<file path="src/rtl/poly_horner_eval.sv">
// Horner-rule polynomial evaluator: coefficients (highest first) and x are
// entered one per go press, then a shared multiply/add ALU iterates D times.
//
// state         | meaning
// S_LOAD        | waiting for go to load coef[idx]
// S_LOAD_WAIT   | coefficient captured, waiting for go release
// S_LOAD_X      | waiting for go to load x
// S_LOAD_X_WAIT | x captured, waiting for go release to start compute
// S_MUL         | acc <= acc * x
// S_ADD         | acc <= acc + coef[idx], finish when idx reaches 0
module poly_horner_eval #(
  parameter int WIDTH  = 8,
  parameter int DEGREE = 2
) (
  input  logic             clk,
  input  logic             reset,
  input  logic             go,
  input  logic [WIDTH-1:0] data_in,
  output logic             expect_x,
  output logic             busy,
  output logic             done,
  output logic [WIDTH-1:0] data_result,
  output logic             overflow
);

  localparam logic [2:0] S_LOAD        = 3'd0;
  localparam logic [2:0] S_LOAD_WAIT   = 3'd1;
  localparam logic [2:0] S_LOAD_X      = 3'd2;
  localparam logic [2:0] S_LOAD_X_WAIT = 3'd3;
  localparam logic [2:0] S_MUL         = 3'd4;
  localparam logic [2:0] S_ADD         = 3'd5;

  localparam logic [3:0] IDX_TOP  = 4'(DEGREE);
  localparam logic [3:0] IDX_NEXT = 4'(DEGREE - 1);

  logic [2:0]         state;
  logic [3:0]         idx;
  // sized to the full 4-bit index space so idx never selects out of range
  logic [WIDTH-1:0]   coef [16];
  logic [WIDTH-1:0]   x_reg;
  logic [WIDTH-1:0]   acc;
  logic               ovf_acc;
  logic [2*WIDTH-1:0] prod;
  logic [WIDTH:0]     sum;

  assign prod = {{WIDTH{1'b0}}, acc} * {{WIDTH{1'b0}}, x_reg};
  assign sum  = {1'b0, acc} + {1'b0, coef[idx]};

  assign expect_x = (state == S_LOAD_X) || (state == S_LOAD_X_WAIT);
  assign busy     = (state == S_MUL) || (state == S_ADD);

  always_ff @(posedge clk) begin
    if (reset) begin
      state       <= S_LOAD;
      idx         <= IDX_TOP;
      for (int i = 0; i < 16; i++) coef[i] <= '0;
      x_reg       <= '0;
      acc         <= '0;
      ovf_acc     <= 1'b0;
      data_result <= '0;
      overflow    <= 1'b0;
      done        <= 1'b0;
    end else begin
      done <= 1'b0;
      case (state)
        S_LOAD: begin
          if (go) begin
            coef[idx] <= data_in;
            state     <= S_LOAD_WAIT;
          end
        end
        S_LOAD_WAIT: begin
          if (!go) begin
            if (idx == 4'd0) begin
              state <= S_LOAD_X;
            end else begin
              idx   <= idx - 4'd1;
              state <= S_LOAD;
            end
          end
        end
        S_LOAD_X: begin
          if (go) begin
            x_reg <= data_in;
            state <= S_LOAD_X_WAIT;
          end
        end
        S_LOAD_X_WAIT: begin
          if (!go) begin
            acc     <= coef[IDX_TOP];
            idx     <= IDX_NEXT;
            ovf_acc <= 1'b0;
            state   <= S_MUL;
          end
        end
        S_MUL: begin
          acc     <= prod[WIDTH-1:0];
          ovf_acc <= ovf_acc | (prod[2*WIDTH-1:WIDTH] != '0);
          state   <= S_ADD;
        end
        S_ADD: begin
          acc     <= sum[WIDTH-1:0];
          ovf_acc <= ovf_acc | sum[WIDTH];
          if (idx == 4'd0) begin
            data_result <= sum[WIDTH-1:0];
            overflow    <= ovf_acc | sum[WIDTH];
            done        <= 1'b1;
            idx         <= IDX_TOP;
            state       <= S_LOAD;
          end else begin
            idx   <= idx - 4'd1;
            state <= S_MUL;
          end
        end
        default: begin
          state <= S_LOAD;
          idx   <= IDX_TOP;
        end
      endcase
    end
  end

endmodule
</file>
<file path="config.mk">
export PLATFORM = sky130hd
export DESIGN_NAME = poly_horner_eval
export DESIGN_NICKNAME = d
export VERILOG_FILES = /design/src/rtl/poly_horner_eval.sv
export SDC_FILE = /design/constraint.sdc
export NUM_CORES = 1
export LEC_CHECK = 0
export CORE_MARGIN = 1
export CORE_UTILIZATION = 60
export DETAILED_ROUTE_END_ITERATION = 8
export HOLD_SLACK_MARGIN = 0.02
export PLACE_DENSITY_LB_ADDON = 0.05
export SLEW_MARGIN = 20
export SYNTH_ARGS = -nofsm -noshare
export SYNTH_HDL_FRONTEND = slang
export SYNTH_SLANG_ARGS = --single-unit
</file>
<file path="constraint.sdc">
create_clock -name clk -period 5.3 [get_ports clk]
set_input_delay 1.06 -clock clk [delete_from_list [all_inputs] [get_ports clk]]
set_output_delay 1.06 -clock clk [all_outputs]
set_load 0.005 [all_outputs]
</file>
### Yosys cells after proc, flatten, opt, wreduce, memory -nomap -nowiden

Memories as Yosys holds them, arrays and structs flattened. A register that Yosys moved wholly into a read port is not among the register bits.
Cells that the tools add are included.
W data, S select, Z words.

* register bits: 34
* RAM bits: 128
* input port bits: 11
* output and inout port bits: 12
* word-level logic and storage cells: 68
* memories: 1

Memories
* coef: depth 16, width 8, rd ports 2, clocked after memory_dff 1, wr ports 16, line 39 `logic [WIDTH-1:0] coef [16];`

* multiply operators: 1
* muxes and demuxes: 28
* $add $sub $neg: 2
* eq/ne operators: 10
* bitwise operators: 4
* reductions and logical operators: 14

Operators with widths (count)
* $mux W4: 7
* $pmux W8 S3: 1
* $pmux W3 S6: 1
* $mul A8 B8 Y16: 1
* $mux W8: 2
* $pmux W4 S4: 1
* $mux W3: 5
* $ne A2 B2 Y1 const B: 5
* $add A8 B8 Y9: 1
* $mux W1: 9
* $reduce_and A4 Y1: 2
* $reduce_bool A8 Y1: 1
* $reduce_or A8 Y1: 1
* $eq A3 B2 Y1 const B: 2
* $eq A3 B3 Y1 const B: 2
* $reduce_and A2 Y1: 3
* $logic_not A4 Y1: 1
* $sub A4 B1 Y4 const B: 1
* $eq A3 B1 Y1 const B: 1
* $logic_not A3 Y1: 1
* $pmux W1 S3: 1
* $reduce_bool A3 Y1: 1
* $reduce_or A3 Y1: 1
* $logic_or A1 B1 Y1: 2
* other kinds (4): 6

### Longest topological paths before layout

* word-level depth: 6
* depth in mapped cells: 17
* gate-level depth less buffers: 15

### Worst setup path after synthesis

Ideal clock, no wire load.

* kind: register -> register
* from: register acc[1]
* to: register ovf_acc
* required time: 5.168 ns
* arrival time: 4.361 ns
* stages on the path, launching flop included: 15
* buffers on the path: 1
* setup slack: 0.807 ns
* setup time: 0.132 ns
* clock period less this slack: 4.493 ns
* path through: dfxtp_1 clkbuf_1 nand2_1 fa_1 fa_1 fa_1 fa_1 inv_1 ha_1 a21oi_1 o22a_2 a221oi_1 or4_1 nor4_1 a311oi_1

* longest elaborated chain between the ends: 4
* elaborated cells between the ends (all ways): 6
* classes of those cells: add/sub: 1; mul: 1; mux: 1; bitwise: 2; reduce/logical: 1

RTL lines
* start: declaration: line 41 `logic [WIDTH-1:0] acc;`
* start signal: assignment: line 90 `acc <= coef[IDX_TOP];`
* start signal: assignment: line 97 `acc <= prod[WIDTH-1:0];`
* start signal: assignment: line 102 `acc <= sum[WIDTH-1:0];`
* $mul A8 B8 Y16: line 46 `assign prod = {{WIDTH{1'b0}}, acc} * {{WIDTH{1'b0}}, x_reg};`
* $reduce_bool A8 Y1: line 98 `ovf_acc <= ovf_acc | (prod[2*WIDTH-1:WIDTH] != '0);`
* $or A1 B1 Y1: line 98
* $pmux W1 S3 *: line 65 `case (state)`
* end signal: assignment: line 98
* end signal: assignment: line 103 `ovf_acc <= ovf_acc | sum[WIDTH];`
* end: declaration: line 42 `logic ovf_acc;`

Every way passes the cells marked *; elsewhere a longest branch is shown, timed or not.
A chain may end at the register's enable or synchronous reset.

### Worst setup path after layout

Same ends and word-level chain as after synthesis.

==> metrics.txt <==
synthesis-to-finish area growth 9.39%; Post-CTS Setup Bufs 0; synthesis warning total 0; number of global-route vias before repair 6,556; Top reg by flops coef; Initial Util 62.2%; CTS sink count 166; Setup Skew 0.00998 ns; setup TNS 0 ns; EDFF count, synth 128; Hold Crit Endpoint data_result[6]$_SDFFE_PP0P_; # IOs 23; worst r2r src acc[1]$_SDFFE_PP0P_; clk slew on worst S/H paths 0.07 ns; GRT Total Usage 28.0%; WL final 23.0 mm; DIE WIDTH 131 um; layout cells sized above 1 12.4%; RSZ-0062 raised after global routing no; ANT cells 0; critical path arrival 5.01 ns; DRC viols 0; WL per Instance 20.9 um; CTS-repair resized insts 0; global-route wire length before repair 36.1 mm; RR Endpoint ovf_acc$_SDFFE_PP0P_; Synth area leaders edfxtp_1 38%, and2_1 9.5%, mux4_2 9.0%; Worst Path Required 5.58 ns; Crit path depth 13; Cells after Synth 862; count of cell types in the netlist 62; Crit-path slowest cell fa_1; CTS Root Cell clkbuf_16; Core Area 16,100 um2; Startpoint Class flop; global route overflow 0; DR iter-0 viols 668; post-synth top area share 38.3%; worst hold start data_result[6]$_SDFFE_PP0P_; worst slew pin tran 0.843 ns; fmax 211 MHz; FF-to-FF path depth 13; worst path cell trace nand2_1 > fa_1 > fa_1 > fa_1 > fa_1 > inv_1 > ha_1 > nand3_1 > o22a_2 > a221oi_1 > o221ai_1 > nor4_1 > a311oi_1; top cells by count, synth 152 x and2_1, 128 x edfxtp_1, 70 x nand2_1; worst vdd ir 0.223 mV; antenna violations before repair 0; critical path's top delay family adder cells; WHS Path Cells 2; GP Congestion 0.895; Synth Cell Area 10,000 um2; placed cells 1,066; min Tclk post-route 4.73 ns; top-count cell post-synth and2_1; leakage power 4.37 nW; Synth Net Count 958; CTS buffer count 17; most used cell, CP fa_1; Via Count 6,691; PD cells 257 nW/um2; mean post-synth cell area 11.6 um2; max reg flops 128; # rows 46; non-filler instance count after layout 1,098; clk_lat worst skew 0.42 ns; CTS HTree Levels 4; TritonCTS clock tree built; Hold Buf Count CTS 0; Final Hold Viols 0; max-cap violation count 0; largest area contributor in the netlist edfxtp_1; Crit Path Class reg -> reg; peak fanout along the critical path 11; Pins Over Slew Limit 0; FFs w/ async S/R, synth 0%; CP endpoint kind flop; Die Y 131 um; drt first pass iters 5; Worst R2R Setup Slack 0.57 ns; #FFs+latches synth 166; Worst Path Buf+Inv 1; largest net degree at the start of global routing 54; ys flop type edfxtp_1; DP HPWL 16.9 mm; Slew headroom 43.6%; Max stage delay on crit path 0.55 ns; Hold Crit Class reg -> reg; Die ar. 17,200 um2; Port Buffers 22; Seq/Total Area, Yosys 45.9%; setup violators final 0; status finished clean; fin crit share 89.3%; number of vias per cell 6.09; layout net count 965; Clock Path Buffers 2; antenna violation net count after detailed routing 0
cell families (layout without fill, tap and decap cells):
kind of cell	count (synthesis)	after routing	share of synthesized area [%]
and+or+nand+nor	337	337	18.3
DFF	166	166	45.9
buffers and inverters	109	129	4.30
AOI/OAI and AO/OA	104	104	7.11
adders and majority gates	85	85	13.4
muxes	53	53	10.3
xor gates and xnor gates	8	8	0.699
cell usage in the layout (no fill, tap or decap), types with 3 or more instances in the layout:
cell type,count
xor2_1,5
a311oi_1,6
ha_1,48
and2_1,152
nand2_1,70
mux2i_1,13
a21o_1,6
dfxtp_1,37
a2111oi_0,5
nand3b_1,4
and3_1,10
o21a_1,4
nor2_1,39
o21bai_1,4
inv_1,63
a211oi_1,11
nand3_1,10
xnor2_1,3
buf_4,11
nor3_1,13
edfxtp_1,128
mux4_2,40
a21oi_1,25
clkdlybuf4s50_1,21
clkbuf_16,19
o211ai_1,3
or2_2,16
inv_6,4
nand2b_1,6
inv_4,5
clkbuf_1,3
nor2b_1,4
fa_1,37
a31oi_1,3
o21ai_0,18
area by class of cell:
type	instances	area [um2]
clock buffers	22	487
clock inverters	10	77.6
multi-input cells	587	4990
repair buffers	33	298
fillers	1164	5140
well taps	216	270
inverters	64	240
flip-flops and latches	166	4610
layer usage:
metal | vias up | GRT usage, % | wire length [um]
met5 | - | 0 | 0
met4 | 0 | 13.0 | 873
met3 | 44 | 4.55 | 1480
met2 | 278 | 43.6 | 10700
met1 | 3307 | 38.7 | 9880
li1 | 3062 | - | -
per-stage QoR:
stage	setup WS (ns)	area, um2	power, mW	hold slack [ns]	utilization, %
after floorplan	0.807	10000	1.58	0.453	-
after global placement	0.672	10400	1.65	0.446	64.6
after detailed placement	0.544	10400	1.65	0.448	64.6
after CTS	0.549	11000	2.82	0.457	68.1
after global routing	0.226	11000	2.90	0.473	68.1
final	0.567	11000	2.82	0.455	68.1
worst reg2reg max path: stages, from the launching register on:
cell and delay (ns):
dfxtp_1 0.54, nand2_1 0.13, fa_1 0.50, fa_1 0.53, fa_1 0.53, fa_1 0.55
inv_1 0.04, ha_1 0.40, nand3_1 0.10, o22a_2 0.27, a221oi_1 0.40, o221ai_1 0.21
nor4_1 0.27, a311oi_1 0.13
power by group:
group / leakage (nW) / internal, mW / switching (mW)
clock network: 0.284 / 0.667 / 0.527
logic: 2.45 / 0.0670 / 0.0963
registers: 1.63 / 1.44 / 0.0246
worst max path at each step:
stage | startpoint | end | slack, ns
detailed placement | acc[1]$_SDFFE_PP0P_ | ovf_acc$_SDFFE_PP0P_ | 0.54
finish | acc[1]$_SDFFE_PP0P_ | ovf_acc$_SDFFE_PP0P_ | 0.57
CTS | acc[1]$_SDFFE_PP0P_ | ovf_acc$_SDFFE_PP0P_ | 0.55
global route | acc[1]$_SDFFE_PP0P_ | ovf_acc$_SDFFE_PP0P_ | 0.23
floorplan | acc[1]$_SDFFE_PP0P_ | ovf_acc$_SDFFE_PP0P_ | 0.81
global placement | acc[1]$_SDFFE_PP0P_ | ovf_acc$_SDFFE_PP0P_ | 0.67
(Power assumes the default switching activity.)
